$ cat src/rtl/i2s_tdm_tx_pkg.sv
// Shared types and helpers for the i2s_tdm_tx serial audio transmitter.
package i2s_tdm_tx_pkg;

  typedef enum logic [1:0] {
    FMT_I2S = 2'd0,
    FMT_LJ  = 2'd1,
    FMT_RJ  = 2'd2
  } audio_fmt_t;

  function automatic int frame_bits(input int channels, input int slot_w);
    return channels * slot_w;
  endfunction

  function automatic int slot_of(input int pos, input int slot_w);
    return pos / slot_w;
  endfunction

endpackage

$ cat src/rtl/i2s_tdm_tx_if.sv
// Frame handshake between the core mixer (master) and the serial transmitter (slave).
interface i2s_tdm_tx_if
  import i2s_tdm_tx_pkg::*;
#(
  parameter int CHANNELS = 2,
  parameter int SAMPLE_W = 16
);

  logic [CHANNELS*SAMPLE_W-1:0] sample_data;
  logic                         sample_valid;
  logic                         sample_ready;

  modport master (output sample_data, output sample_valid, input sample_ready);
  modport slave  (input sample_data, input sample_valid, output sample_ready);

endinterface

$ cat src/rtl/i2s_tdm_tx_bclk_gen.sv
// Bit-clock divider: toggles bck every CLK_DIV clk_sys cycles and flags the falling edge.
module i2s_tdm_tx_bclk_gen
  import i2s_tdm_tx_pkg::*;
#(
  parameter int CLK_DIV = 8
) (
  input  logic clk_sys,
  input  logic reset_n,
  output logic bck,
  output logic bck_fall
);

  localparam int CW = (CLK_DIV > 1) ? $clog2(CLK_DIV) : 1;

  logic [CW-1:0] cnt;
  logic          tc;

  // bck_fall is high in the cycle whose edge drives bck low, so callers update in lockstep
  assign tc       = (cnt == CW'(CLK_DIV - 1));
  assign bck_fall = tc & bck;

  always_ff @(posedge clk_sys or negedge reset_n) begin
    if (!reset_n) begin
      cnt <= '0;
      bck <= 1'b0;
    end else if (tc) begin
      cnt <= '0;
      bck <= ~bck;
    end else begin
      cnt <= cnt + CW'(1);
    end
  end

endmodule

$ cat src/rtl/i2s_tdm_tx.sv
// I2S / left- / right-justified stereo or TDM transmitter with a one-frame buffer and underrun repeat.
module i2s_tdm_tx
  import i2s_tdm_tx_pkg::*;
#(
  parameter int SAMPLE_W = 16,
  parameter int SLOT_W   = 32,
  parameter int CHANNELS = 2,
  parameter int CLK_DIV  = 8,
  parameter int MODE     = 0
) (
  input  logic          clk_sys,
  input  logic          reset_n,
  i2s_tdm_tx_if.slave   bus,
  output logic          frame_start,
  output logic          underrun,
  output logic          I2S_BCK,
  output logic          I2S_LRCK,
  output logic          I2S_DATA
);

  localparam int FB = frame_bits(CHANNELS, SLOT_W);
  localparam int FW = CHANNELS * SAMPLE_W;
  localparam int SW = (CHANNELS > 1) ? $clog2(CHANNELS) : 1;
  localparam int BW = $clog2(SLOT_W);
  localparam audio_fmt_t FMT = audio_fmt_t'(MODE[1:0]);

  if (SAMPLE_W < 8 || SAMPLE_W > 32 || SAMPLE_W > SLOT_W) begin : g_bad_sample_w
    $error("i2s_tdm_tx: SAMPLE_W=%0d invalid for SLOT_W=%0d", SAMPLE_W, SLOT_W);
  end
  if (SLOT_W < 16 || SLOT_W > 32) begin : g_bad_slot_w
    $error("i2s_tdm_tx: SLOT_W=%0d out of range", SLOT_W);
  end
  if (CHANNELS < 2 || CHANNELS > 8) begin : g_bad_channels
    $error("i2s_tdm_tx: CHANNELS=%0d out of range", CHANNELS);
  end
  if (CLK_DIV < 1 || MODE < 0 || MODE > 2 || FB < 2) begin : g_bad_misc
    $error("i2s_tdm_tx: CLK_DIV=%0d MODE=%0d invalid", CLK_DIV, MODE);
  end

  logic          bck_fall;
  logic [SW-1:0] slot_cnt, slot_nxt, slot_src;
  logic [BW-1:0] bit_cnt, bit_nxt, bit_src;
  logic [FW-1:0] buf_data, cur_frame, frame_nxt;
  logic          buf_full, load_pt, lrck_nxt, data_nxt;

  i2s_tdm_tx_bclk_gen #(.CLK_DIV(CLK_DIV)) u_bclk (
    .clk_sys  (clk_sys),
    .reset_n  (reset_n),
    .bck      (I2S_BCK),
    .bck_fall (bck_fall)
  );

  // Bit presented at slot s, in-slot bit b of a frame, for LJ/RJ layout
  function automatic logic fmt_bit(input logic [FW-1:0] frame, input logic [SW-1:0] s,
                                   input logic [BW-1:0] b);
    logic [SAMPLE_W-1:0] smp;
    logic [SAMPLE_W-1:0] sh;
    int                  k;
    smp = '0;
    for (int c = 0; c < CHANNELS; c++) begin
      if (s == SW'(c)) smp = frame[c*SAMPLE_W +: SAMPLE_W];
    end
    k = int'(b);
    if (FMT == FMT_RJ) k = k - (SLOT_W - SAMPLE_W);
    sh = smp << k;
    if (k < 0)              return smp[SAMPLE_W-1];
    else if (k >= SAMPLE_W) return 1'b0;
    else                    return sh[SAMPLE_W-1];
  endfunction

  // I2S content trails the position by one BCK, so it reuses the pre-advance position
  always_comb begin
    slot_nxt = slot_cnt;
    bit_nxt  = bit_cnt + BW'(1);
    if (bit_cnt == BW'(SLOT_W - 1)) begin
      bit_nxt  = '0;
      slot_nxt = (slot_cnt == SW'(CHANNELS - 1)) ? '0 : slot_cnt + SW'(1);
    end
    if (FMT == FMT_I2S) load_pt = (slot_nxt == '0) && (bit_nxt == BW'(1));
    else                load_pt = (slot_nxt == '0) && (bit_nxt == '0);
    frame_nxt = (load_pt && buf_full) ? buf_data : cur_frame;
    slot_src  = (FMT == FMT_I2S) ? slot_cnt : slot_nxt;
    bit_src   = (FMT == FMT_I2S) ? bit_cnt  : bit_nxt;
    data_nxt  = fmt_bit(frame_nxt, slot_src, bit_src);
    if (CHANNELS == 2) lrck_nxt = (slot_nxt == SW'(1));
    else               lrck_nxt = (slot_nxt == '0) && (bit_nxt == '0);
  end

  assign bus.sample_ready = ~buf_full;

  // cur_frame doubles as the last-frame copy that is replayed on underrun
  always_ff @(posedge clk_sys or negedge reset_n) begin
    if (!reset_n) begin
      slot_cnt    <= SW'(CHANNELS - 1);
      bit_cnt     <= BW'(SLOT_W - 1);
      buf_data    <= '0;
      buf_full    <= 1'b0;
      cur_frame   <= '0;
      frame_start <= 1'b0;
      underrun    <= 1'b0;
      I2S_LRCK    <= 1'b0;
      I2S_DATA    <= 1'b0;
    end else begin
      frame_start <= 1'b0;
      underrun    <= 1'b0;
      if (bus.sample_valid && !buf_full) begin
        buf_data <= bus.sample_data;
        buf_full <= 1'b1;
      end
      if (bck_fall) begin
        slot_cnt  <= slot_nxt;
        bit_cnt   <= bit_nxt;
        cur_frame <= frame_nxt;
        I2S_LRCK  <= lrck_nxt;
        I2S_DATA  <= data_nxt;
        if (load_pt) begin
          frame_start <= 1'b1;
          if (buf_full) buf_full <= 1'b0;
          else          underrun <= 1'b1;
        end
      end
    end
  end

endmodule
$ cat src/flat_wrapper.sv
// flat-port wrapper written by rule: the top's interface ports become plain ports
module i2s_tdm_tx_flat import i2s_tdm_tx_pkg::*;
#(
  parameter int SAMPLE_W = 16,
  parameter int SLOT_W   = 32,
  parameter int CHANNELS = 2,
  parameter int CLK_DIV  = 8,
  parameter int MODE     = 0
)
  (clk_sys, reset_n, frame_start, underrun, I2S_BCK, I2S_LRCK, I2S_DATA, bus_sample_data, bus_sample_valid, bus_sample_ready);
  i2s_tdm_tx_if #(.CHANNELS(CHANNELS), .SAMPLE_W(SAMPLE_W)) bus_i ();
  input  logic clk_sys;
  input  logic reset_n;
  output logic frame_start;
  output logic underrun;
  output logic I2S_BCK;
  output logic I2S_LRCK;
  output logic I2S_DATA;
  input wire logic [$bits(bus_i.sample_data)-1:0] bus_sample_data;
  input wire logic [$bits(bus_i.sample_valid)-1:0] bus_sample_valid;
  output wire logic [$bits(bus_i.sample_ready)-1:0] bus_sample_ready;
  assign bus_i.sample_data = bus_sample_data;
  assign bus_i.sample_valid = bus_sample_valid;
  assign bus_sample_ready = bus_i.sample_ready;
  i2s_tdm_tx #(.SAMPLE_W(SAMPLE_W), .SLOT_W(SLOT_W), .CHANNELS(CHANNELS), .CLK_DIV(CLK_DIV), .MODE(MODE)) u_core (.clk_sys(clk_sys), .reset_n(reset_n), .bus(bus_i), .frame_start(frame_start), .underrun(underrun), .I2S_BCK(I2S_BCK), .I2S_LRCK(I2S_LRCK), .I2S_DATA(I2S_DATA));
endmodule
$ cat config.mk
export PLATFORM = sky130hd
export DESIGN_NAME = i2s_tdm_tx_flat
export DESIGN_NICKNAME = d
export VERILOG_FILES = /design/src/rtl/i2s_tdm_tx_pkg.sv /design/src/rtl/i2s_tdm_tx_if.sv /design/src/rtl/i2s_tdm_tx_bclk_gen.sv /design/src/rtl/i2s_tdm_tx.sv /design/src/flat_wrapper.sv
export SDC_FILE = /design/constraint.sdc
export NUM_CORES = 1
export LEC_CHECK = 0
export BUFFER_PORTS_ARGS = -buffer_cell sky130_fd_sc_hd__buf_2
export CAP_MARGIN = 10
export CELL_PAD_IN_SITES_DETAIL_PLACEMENT = 0
export CELL_PAD_IN_SITES_GLOBAL_PLACEMENT = 1
export CORE_ASPECT_RATIO = 0.7
export CORE_MARGIN = 3
export CORE_UTILIZATION = 25
export DETAILED_ROUTE_END_ITERATION = 10
export PLACE_DENSITY_LB_ADDON = 0.1
export SLEW_MARGIN = 20
export SYNTH_ARGS = -nofsm -noshare
export SYNTH_HDL_FRONTEND = slang
export SYNTH_SLANG_ARGS = --single-unit
export TNS_END_PERCENT = 20
$ cat constraint.sdc
create_clock -name clk_sys -period 3.3 [get_ports clk_sys]
set_input_delay 0.33 -clock clk_sys [delete_from_list [all_inputs] [get_ports clk_sys]]
set_output_delay 0.33 -clock clk_sys [all_outputs]
set_load 0.05 [all_outputs]
After elaboration in Yosys (flattened, before gate mapping). Index checks and enable logic that the tools add are counted.

Add/subtract/negate cells: 3. Magnitude comparators: 1. Equal/unequal tests: 3. Shifts and indexed selects: 1. Mux-type cells: 16. Bitwise operators: 4. Reductions and logical operators: 4.

Operators with widths (count): 32-bit two-way mux (1); 16-bit two-way mux (1); 16-bit by 5-bit << shifter with 16-bit output (1); 1-bit two-way mux (12); 5-bit by 1-bit adder with 5-bit output, second input constant (1); 5-bit by 1-bit equality test with 1-bit output, second input constant (1); 5-bit equality test, second input constant (1); 5-bit >= comparator, second input constant (1); 5-bit two-way mux (1); 3-bit by 1-bit adder with 3-bit output, second input constant (1); 3-bit equality test, second input constant (1); 1-bit logical AND (3); 3-bit two-way mux (1); 1-bit inverter (3); 1-bit adder, second input constant (1); 1-bit bitwise AND (1); 1-bit zero test (1).

Register bits: 79. Output and inout port bits: 6.

Depth between registers and ports, before layout. Gate-level depths: netlist of the first run.

Word-level depth: 10. Depth in mapped cells: 13.

By module. From an unflattened synthesis of the first run, not the netlist that was laid out.

Cell total of the unflattened synthesis: 288. Area, all modules: 3679.8 um^2.

Modules (own cells, without submodules): i2s_tdm_tx (times used 1, cells an instance 279, area each 3534.6 um^2, sequential area each 1884.3 um^2); i2s_tdm_tx_bclk_gen (times used 1, cells an instance 9, area each 145.1 um^2, sequential area each 100.1 um^2).

Worst setup path before layout of the first run. OpenSTA, ideal clock, no wires.

Path kind: register to register. From: register u_core.bit_cnt[1]. To: register u_core.I2S_DATA. Arrival: 2.882 ns. Required time: 3.174 ns. Setup slack: 0.292 ns. Stages on the path, launching flop included: 12. Path buffers: 1. Period minus slack after synthesis: 3.008 ns. Path through: dfstp_2 -> ha_1 -> and3_1 -> ha_1 -> nand2b_1 -> o41ai_4 -> nand3_4 -> buf_2 -> mux4_2 -> nor4_2 -> nor4_1 -> a221o_1.

Longest elaborated chain between the ends: 9. Elaborated cells between the ends (all ways): 13. Those cells by class: add/sub: 1; order compare: 1; eq/ne: 2; shift: 1; mux: 5; bitwise: 1; reduce/logical: 2.

RTL lines: start, declared (line i2s_tdm_tx.sv:42) `logic [BW-1:0] bit_cnt, bit_nxt, bit_src;`; start signal, assigned (line i2s_tdm_tx.sv:95) `bit_cnt <= BW'(SLOT_W - 1);`; start signal, assigned (line i2s_tdm_tx.sv:112) `bit_cnt <= bit_nxt;`; 5-bit by 1-bit adder with 5-bit output or 5-bit equality test (tied branches) (line i2s_tdm_tx.sv:74, i2s_tdm_tx.sv:75); 5-bit two-way mux * (line i2s_tdm_tx.sv:75) `if (bit_cnt == BW'(SLOT_W - 1)) begin`; via u_core.bit_nxt[4] (line i2s_tdm_tx.sv:42); 5-bit by 1-bit equality test with 1-bit output * (line i2s_tdm_tx.sv:79) `if (FMT == FMT_I2S) load_pt = (slot_nxt == '0) && (bit_nxt == BW'(1));`; 1-bit logical AND * (line i2s_tdm_tx.sv:79); 1-bit logical AND * (line i2s_tdm_tx.sv:81) `frame_nxt = (load_pt && buf_full) ? buf_data : cur_frame;`; 32-bit two-way mux * (line i2s_tdm_tx.sv:81); 16-bit two-way mux * (line i2s_tdm_tx.sv:61) `if (s == SW'(c)) smp = frame[c*SAMPLE_W +: SAMPLE_W];`; 16-bit by 5-bit << shifter with 16-bit output * (line i2s_tdm_tx.sv:65) `sh = smp << k;`; 1-bit two-way mux * (line i2s_tdm_tx.sv:67) `else if (k >= SAMPLE_W) return 1'b0;`; end signal, assigned (line i2s_tdm_tx.sv:115) `I2S_DATA <= data_nxt;`; end, declared (line i2s_tdm_tx.sv:18) `output logic I2S_DATA`.

Mark *: on every way through the listed nets, which the timed path passes. The rest lies on a longest branch. A chain may end at the register's enable or synchronous reset.

Worst setup path after layout of the first run.
From: register u_core.bit_cnt[0]. To: register u_core.I2S_DATA.

Same word-level chain as after synthesis.

==> impl_metrics.tcl, run 1 <==
set metrics [dict create \
    run_status "finished, final reports clean" \
    finalSetupTns_ns 0 \
    critPathTopFamily "compound AO/OA/AOI/OAI gates" \
    final.setup_skew_ns 0.005618 \
    routed_wl_um 8062 \
    rsz0062_at_grt "false" \
    io_pins 41 \
    cpPeakStageDelay_ns 0.54 \
    layout_common_cells "dfrtp_1, mux2_2, buf_2" \
    yosys-top-cells-area "dfrtp_1, mux2_2, mux2_1, mux4_2, dfstp_2" \
    min_period_over_period_pct 94.69 \
    routed-via-count 2197 \
    fin_nets 346 \
    place.gp.congestion 0.7694 \
    swShare_pct 26.26 \
    cp-end-kind "flip-flop" \
    diodes 0 \
    yosysSeqAreaShare_pct 54.13 \
    cp_cell_sequence "ha_2, and3_1, ha_1, nand2b_1, o41ai_4, nand3_4, buf_12, mux2i_1, o221ai_1, o22ai_1, nor4_1, a221o_1" \
    synth_nets 300 \
    dieWidth_um 150.7 \
    grt_pass1_vias 2282 \
    cp_data_arrival_time_ns 3.34 \
    ys_ff_latch 79 \
    fillers 1483 \
    netlist.area_leader.share_pct 49.83 \
    gr-total-overflow 0 \
    synth_flop_cell "dfrtp_1" \
    via_per_inst 4.394 \
    insertion_delay_ns 0.34 \
    start_kind "flip-flop" \
    p_leak_nw 1.989 \
    highest_layer "met4" \
    numCtsBuffers 9 \
    wl_met2_um 3061 \
    core_area_mm2 0.01414 \
    rows 36 \
    maxCapViolations 0 \
    path_buf_inv 1 \
    criticalPathCategory "reg2reg" \
    grtUsageTotal_pct 11.06 \
    layout_commonest_cell "dfrtp_1" \
    clk_pin_slew_ns 0.06 \
    p_per_area_mw_per_mm2 679.7 \
    drive_above_1_share_pct 41.61 \
    route.met3.wl_um 321 \
    hold_viol 0 \
    io_buffers 40 \
    synth_edf_count 0 \
    first_iter_violations 91 \
    dr.pass1.iters 4 \
    yosysWarnings 0 \
    min_period_ns 3.125 \
    yosys.area.top_type "dfrtp_1" \
    grt_first_pass_wirelength_um 13360 \
    cts_tree "built" \
    grt_max_degree 62 \
    slew_violations 0 \
    die_area_mm2 0.01618 \
    initial_core_util_pct 25.92 \
    cts_sinks 79 \
    hpwl_um 5780 \
    cts_hold_buf 0 \
    p_seq_share_pct 50.3 \
    dieHeight_um 107.3 \
    antenna_found_initial 0 \
    htree_levels 3 \
    switchingPower_uw 792.5 \
    ys_types 41 \
    hold_ws_ns 0.08214 \
    synthArstFlopShare_pct 100.0 \
    ant_nets 0 \
    tightest_slew_ns 0.7976 \
    internal_power_mw 2.225 \
    min-delay-path-class "in2async" \
    met1Wirelength_um 4571 \
    peakVddDrop_mv 0.2495 \
    remaining_drc_errors 0 \
    worst_path_max_delay_cell "dfstp_2" \
    comb_power_share_pct 15.8 \
    clkPwrFrac_pct 33.8 \
    cts_buffer_depth 2 \
    wl_per_cell_um 16.12 \
    setup_viol 0 \
    ctsRootBufferMaster "clkbuf_16" \
    path_max_fanout 16 \
    critPathRequiredTime_ns 3.52 \
    area_growth_pct 21.09 \
    syn_avg_cell_area_um2 14.10 \
    netlist_area_mm2 0.003666 \
    fmax_ghz 0.3200 \
    slew_headroom_pct 46.83 \
    syn_inst 260 \
]
==> area by class of cell <==
type	instances	area [µm²]	share of cell area, %
Timing Repair Buffer	50	290.3	6.539
Multi-Input combinational cell	162	1605	36.16
Tap cell	190	237.7	5.355
Clock inverter	4	53.80	1.212
Inverter	4	15.01	0.3382
Clock buffer	11	252.7	5.693
Sequential cell	79	1984	44.70
==> worst paths after layout <==
check                                     start                    to  slack (ns)  cells past startpoint
min reg2reg                u_core.u_bclk.cnt[0]  u_core.u_bclk.cnt[0]        0.42                      1
max                           u_core.bit_cnt[0]       u_core.I2S_DATA        0.18                     12
max reg2reg                   u_core.bit_cnt[0]       u_core.I2S_DATA        0.18                     12
min in group clk_sys         bus_sample_data[1]    u_core.buf_data[1]        0.22                      2
min                                     reset_n  u_core.u_bclk.cnt[2]        0.08                      1
max in group asynchronous               reset_n  u_core.cur_frame[24]        2.55                      2
==> layer usage <==
metal  GRT usage (%)  vias to the layer above
met4           3.299                        0
met5               0                        -
li1                -                     1042
met2           13.91                       37
met1           17.58                     1107
met3           3.451                       11
==> Yosys cell counts, drive strengths merged (2+ instances only) <==
cell type / number
and2: 3
mux2i: 15
o211ai: 3
mux4: 8
nor2: 10
mux2: 67
clkbuf: 7
nand3: 6
dfstp: 6
dfrtp: 73
nand2: 6
o221ai: 5
nand2b: 2
nor3: 2
o21ai: 5
or2: 2
o22ai: 2
nor2b: 5
xnor2: 2
inv: 4
buf: 8
ha: 5
nor4: 2
==> worst register-to-register path, stage by stage (launching register included) <==
cell and delay, ns:
dfstp_2 0.54, ha_2 0.20, and3_1 0.15, ha_1 0.24, nand2b_1 0.19, o41ai_4 0.40
nand3_4 0.12, buf_12 0.19, mux2i_1 0.24, o221ai_1 0.16, o22ai_1 0.20, nor4_1 0.07
a221o_1 0.31
==> power by group through the flow <==
stage                     combinational, mW  clock, mW  sequential (mW)
final                                 0.477       1.02             1.52
after CTS                             0.490       1.05             1.53
after global routing                  0.532       1.09             1.58
after detailed placement              0.488          0             1.54
after floorplan                       0.367          0             1.45
after global placement                0.472          0             1.55
==> per-stage QoR <==
stage               setup WS, ns  instances  util (%)  instance area [µm²]  total power [mW]
global route             0.03793        500     31.39                 4439             3.203
detailed placement       0.05444        484     29.03                 4106             2.031
floorplan                 0.2923        260         -                 3666             1.817
CTS                      0.04718        499     31.20                 4413             3.071
global placement          0.1063        484     29.03                 4106             2.021
finish                    0.1751        500     31.39                 4439             3.017
==> state kept, by name (all words and copies together), names as in the netlist, 3 cells and up <==
register / count
u_core.u_bclk.cnt: 3
u_core.cur_frame: 32
u_core.buf_data: 32
u_core.bit_cnt: 5
==> kinds of logic (layout without fill, tap and decap cells) <==
group	count (synthesis)	count (layout)	synth area share [%]
buffers and inverters	19	69	2.457
and+or+nand+nor	41	41	6.280
adders and majority gates	5	5	1.706
DFF	79	79	54.13
muxes	90	90	29.59
xor gates and xnor gates	3	3	0.7169
AOI/OAI and AO/OA	23	23	5.120
==> timing repair <==
action | 4_1_cts | 5_1_grt
buffers inserted | 0 | 1
endpoints found under the setup margin | 0 | 1
resized for setup | 0 | 5
Power figures use the tool's default switching activity.
==> run 2: changes to the inputs <==
- ABC_AREA: default -> 1
==> run 2 against run 1 <==
Worst hold slack gained 0.14 ns. Area after synthesis increased by 5.9%. Count of clock-buffer cells in the layout did not move. Clock skew rose by 0.00082 ns. Cell count is 43% higher. Largest power group unchanged.
==> impl_metrics.tcl, run 2 <==
set metrics [dict create \
    min-delay-path-class "in2reg" \
    io_buffers 40 \
    netlist.area_leader.share_pct 47.07 \
    yosys.area.top_type "dfrtp_1" \
    ant_nets 0 \
    final_area_mm2 0.004617 \
    post-cts-setup-buffers 0 \
    core_area_mm2 0.01495 \
    dpl_cell_area_mm2 0.004274 \
    peakVddDrop_mv 0.3405 \
    wl_per_cell_um 14.98 \
    htree_levels 3 \
    layout_commonest_cell "nand3_1" \
    synthTopCellsByCount "nand3_1, dfrtp_1, nand2_1, inv_1, o21ai_0" \
    ctsRootBufferMaster "clkbuf_16" \
    start_kind "flip-flop" \
    fmax_ghz 0.3403 \
    routed-via-count 3178 \
    synth_flop_cell "dfrtp_1" \
    die_area_mm2 0.01708 \
    cts_tree "built" \
    gr-total-overflow 0 \
    p_leak_nw 2.241 \
    cp_data_arrival_time_ns 3.17 \
    hold_viol 0 \
    p_total_mw 2.495 \
    hpwl_um 7604 \
    place.gp.congestion 0.8382 \
    grt_max_degree 39 \
    drive_above_1_share_pct 16.70 \
    critPathRequiredTime_ns 3.53 \
    grt_first_pass_wirelength_um 17740 \
    seq_area_mm2 0.001984 \
    setup_ws_ns 0.3611 \
    criticalPathCategory "reg2reg" \
    r2r_cells 18 \
    via_per_inst 4.439 \
    maxCapViolations 0 \
    antenna_found_initial 0 \
    final.setup_skew_ns 0.006434 \
    dp_slack_ns 0.3291 \
    slew_violations 0 \
    tightest_slew_ns 0.6154 \
    yosysWarnings 0 \
    worstSetupEndpoint "u_core.I2S_DATA" \
    fin_nets 556 \
    dr.pass1.iters 4 \
    slew_headroom_pct 58.72 \
    fillers 1618 \
    clk_pin_slew_ns 0.06 \
    syn_avg_cell_area_um2 8.069 \
    netlist_area_mm2 0.003881 \
    cp-end-kind "flip-flop" \
    initial_core_util_pct 25.96 \
    ys_types 25 \
    grt_pass1_vias 3160 \
    run_status "finished, final reports clean" \
    top_regs "u_core.buf_data (32), u_core.cur_frame (32), u_core.bit_cnt (5)" \
    first_iter_violations 135 \
    min_period_over_period_pct 89.06 \
    rows 37 \
    diodes 0 \
    remaining_drc_errors 0 \
    reg2reg_to "u_core.I2S_DATA" \
    area_growth_pct 18.96 \
    grtUsageTotal_pct 13.45 \
    multi_input_area_mm2 0.001483 \
    numCtsBuffers 9 \
    routed_wl_um 10730 \
    cts_sinks 79 \
    syn_inst 481 \
    cts_resized 0 \
    synth_nets 521 \
    cts_buffer_depth 2 \
    r2r-start "u_core.bit_cnt[1]" \
    regToRegSetupSlack_ns 0.36 \
    setup_viol 0 \
    yosysSeqAreaShare_pct 51.13 \
    finalSetupTns_ns 0 \
    hold_ws_ns 0.2265 \
    dieHeight_um 110.2 \
    synth_edf_count 0 \
    yosys-top-cells-area "dfrtp_1, nand3_1, nand2_1, inv_1, o21ai_0" \
    path_max_fanout 20 \
    p_per_area_mw_per_mm2 540.3 \
    layout_common_cells "nand3_1, dfrtp_1, nand2_1" \
    critPathLaunch "u_core.bit_cnt[1]" \
    dieWidth_um 154.9 \
    synthArstFlopShare_pct 100.0 \
    io_pins 41 \
    min_period_ns 2.939 \
    insertion_delay_ns 0.34 \
    cts_hold_buf 1 \
    synth_most_common_cell "nand3_1" \
    rsz0062_at_grt "false" \
    ys_ff_latch 79 \
]
[run 2: worst min-delay path by stage]
stage / startpoint / end / slack [ns] / cells after the start
2_1_floorplan: reset_n / u_core.I2S_DATA / 0.03 / 0
3_3_place_gp: reset_n / u_core.buf_data[28] / 0.30 / 1
3_5_place_dp: reset_n / u_core.buf_data[28] / 0.30 / 1
4_1_cts: bus_sample_data[21] / u_core.buf_data[21] / 0.21 / 2
5_1_grt: bus_sample_data[21] / u_core.buf_data[21] / 0.22 / 2
6_report: bus_sample_data[21] / u_core.buf_data[21] / 0.23 / 2
[run 2: final cells by class]
class,count,share of cell area [%]
timing repair buffer,51,6.504
sequential,79,42.98
tap,195,5.285
clock inverter,5,1.734
multi-input combinational,303,32.11
clock buffer,11,5.474
inverter,72,5.908
[run 2: per-stage QoR]
stage,utilization [%],cells
5_1_grt,30.88,716
3_3_place_gp,28.58,699
4_1_cts,30.88,716
3_5_place_dp,28.58,699
6_report,30.88,716
2_1_floorplan,-,481
[run 2: cell families (layout without fill, tap and decap cells)]
family	count (synthesis)	count (layout)	synth area share [%]
simple gates	224	224	26.53
buf+inv	99	139	10.73
flops	79	79	51.13
compound gates	72	72	9.413
fa+ha+maj	5	5	1.612
mux	2	2	0.5802
[run 2: worst max-delay path, cell delays in order, from the launching register on]
cell     delay [ns]
dfstp_2        0.60
ha_1           0.19
nand2_1        0.08
nor2_1         0.12
ha_1           0.26
nor2_1         0.14
nand3_2        0.09
nor2_4         0.12
nand3_4        0.08
inv_2          0.35
nand2_1        0.14
nand3_1        0.15
nand3_1        0.12
nand3_1        0.10
nand3_1        0.06
nand2_1        0.07
nand2_1        0.05
nand3_1        0.06
nand2_1        0.05
[run 2: metal layers]
metal  vias up  global-route usage [%]  part of all wire, %  wire length, µm
met5         -                       0                    0                0
li1       1625                       -                    -                -
met2        52                   19.40                   40             4286
met1      1492                   20.43                   55             5924
met3         9                   3.160                  4.1              435
met4         0                   2.710                 0.74               79
[run 2: where the power goes]
| part | total (mW) | internal [mW] | leakage [nW] | switching [mW] |
|---|---|---|---|---|
| clock | 1.11 | 0.703 | 0.158 | 0.407 |
| sequential | 1.14 | 1.10 | 0.812 | 0.0390 |
| combinational | 0.249 | 0.0822 | 1.27 | 0.167 |
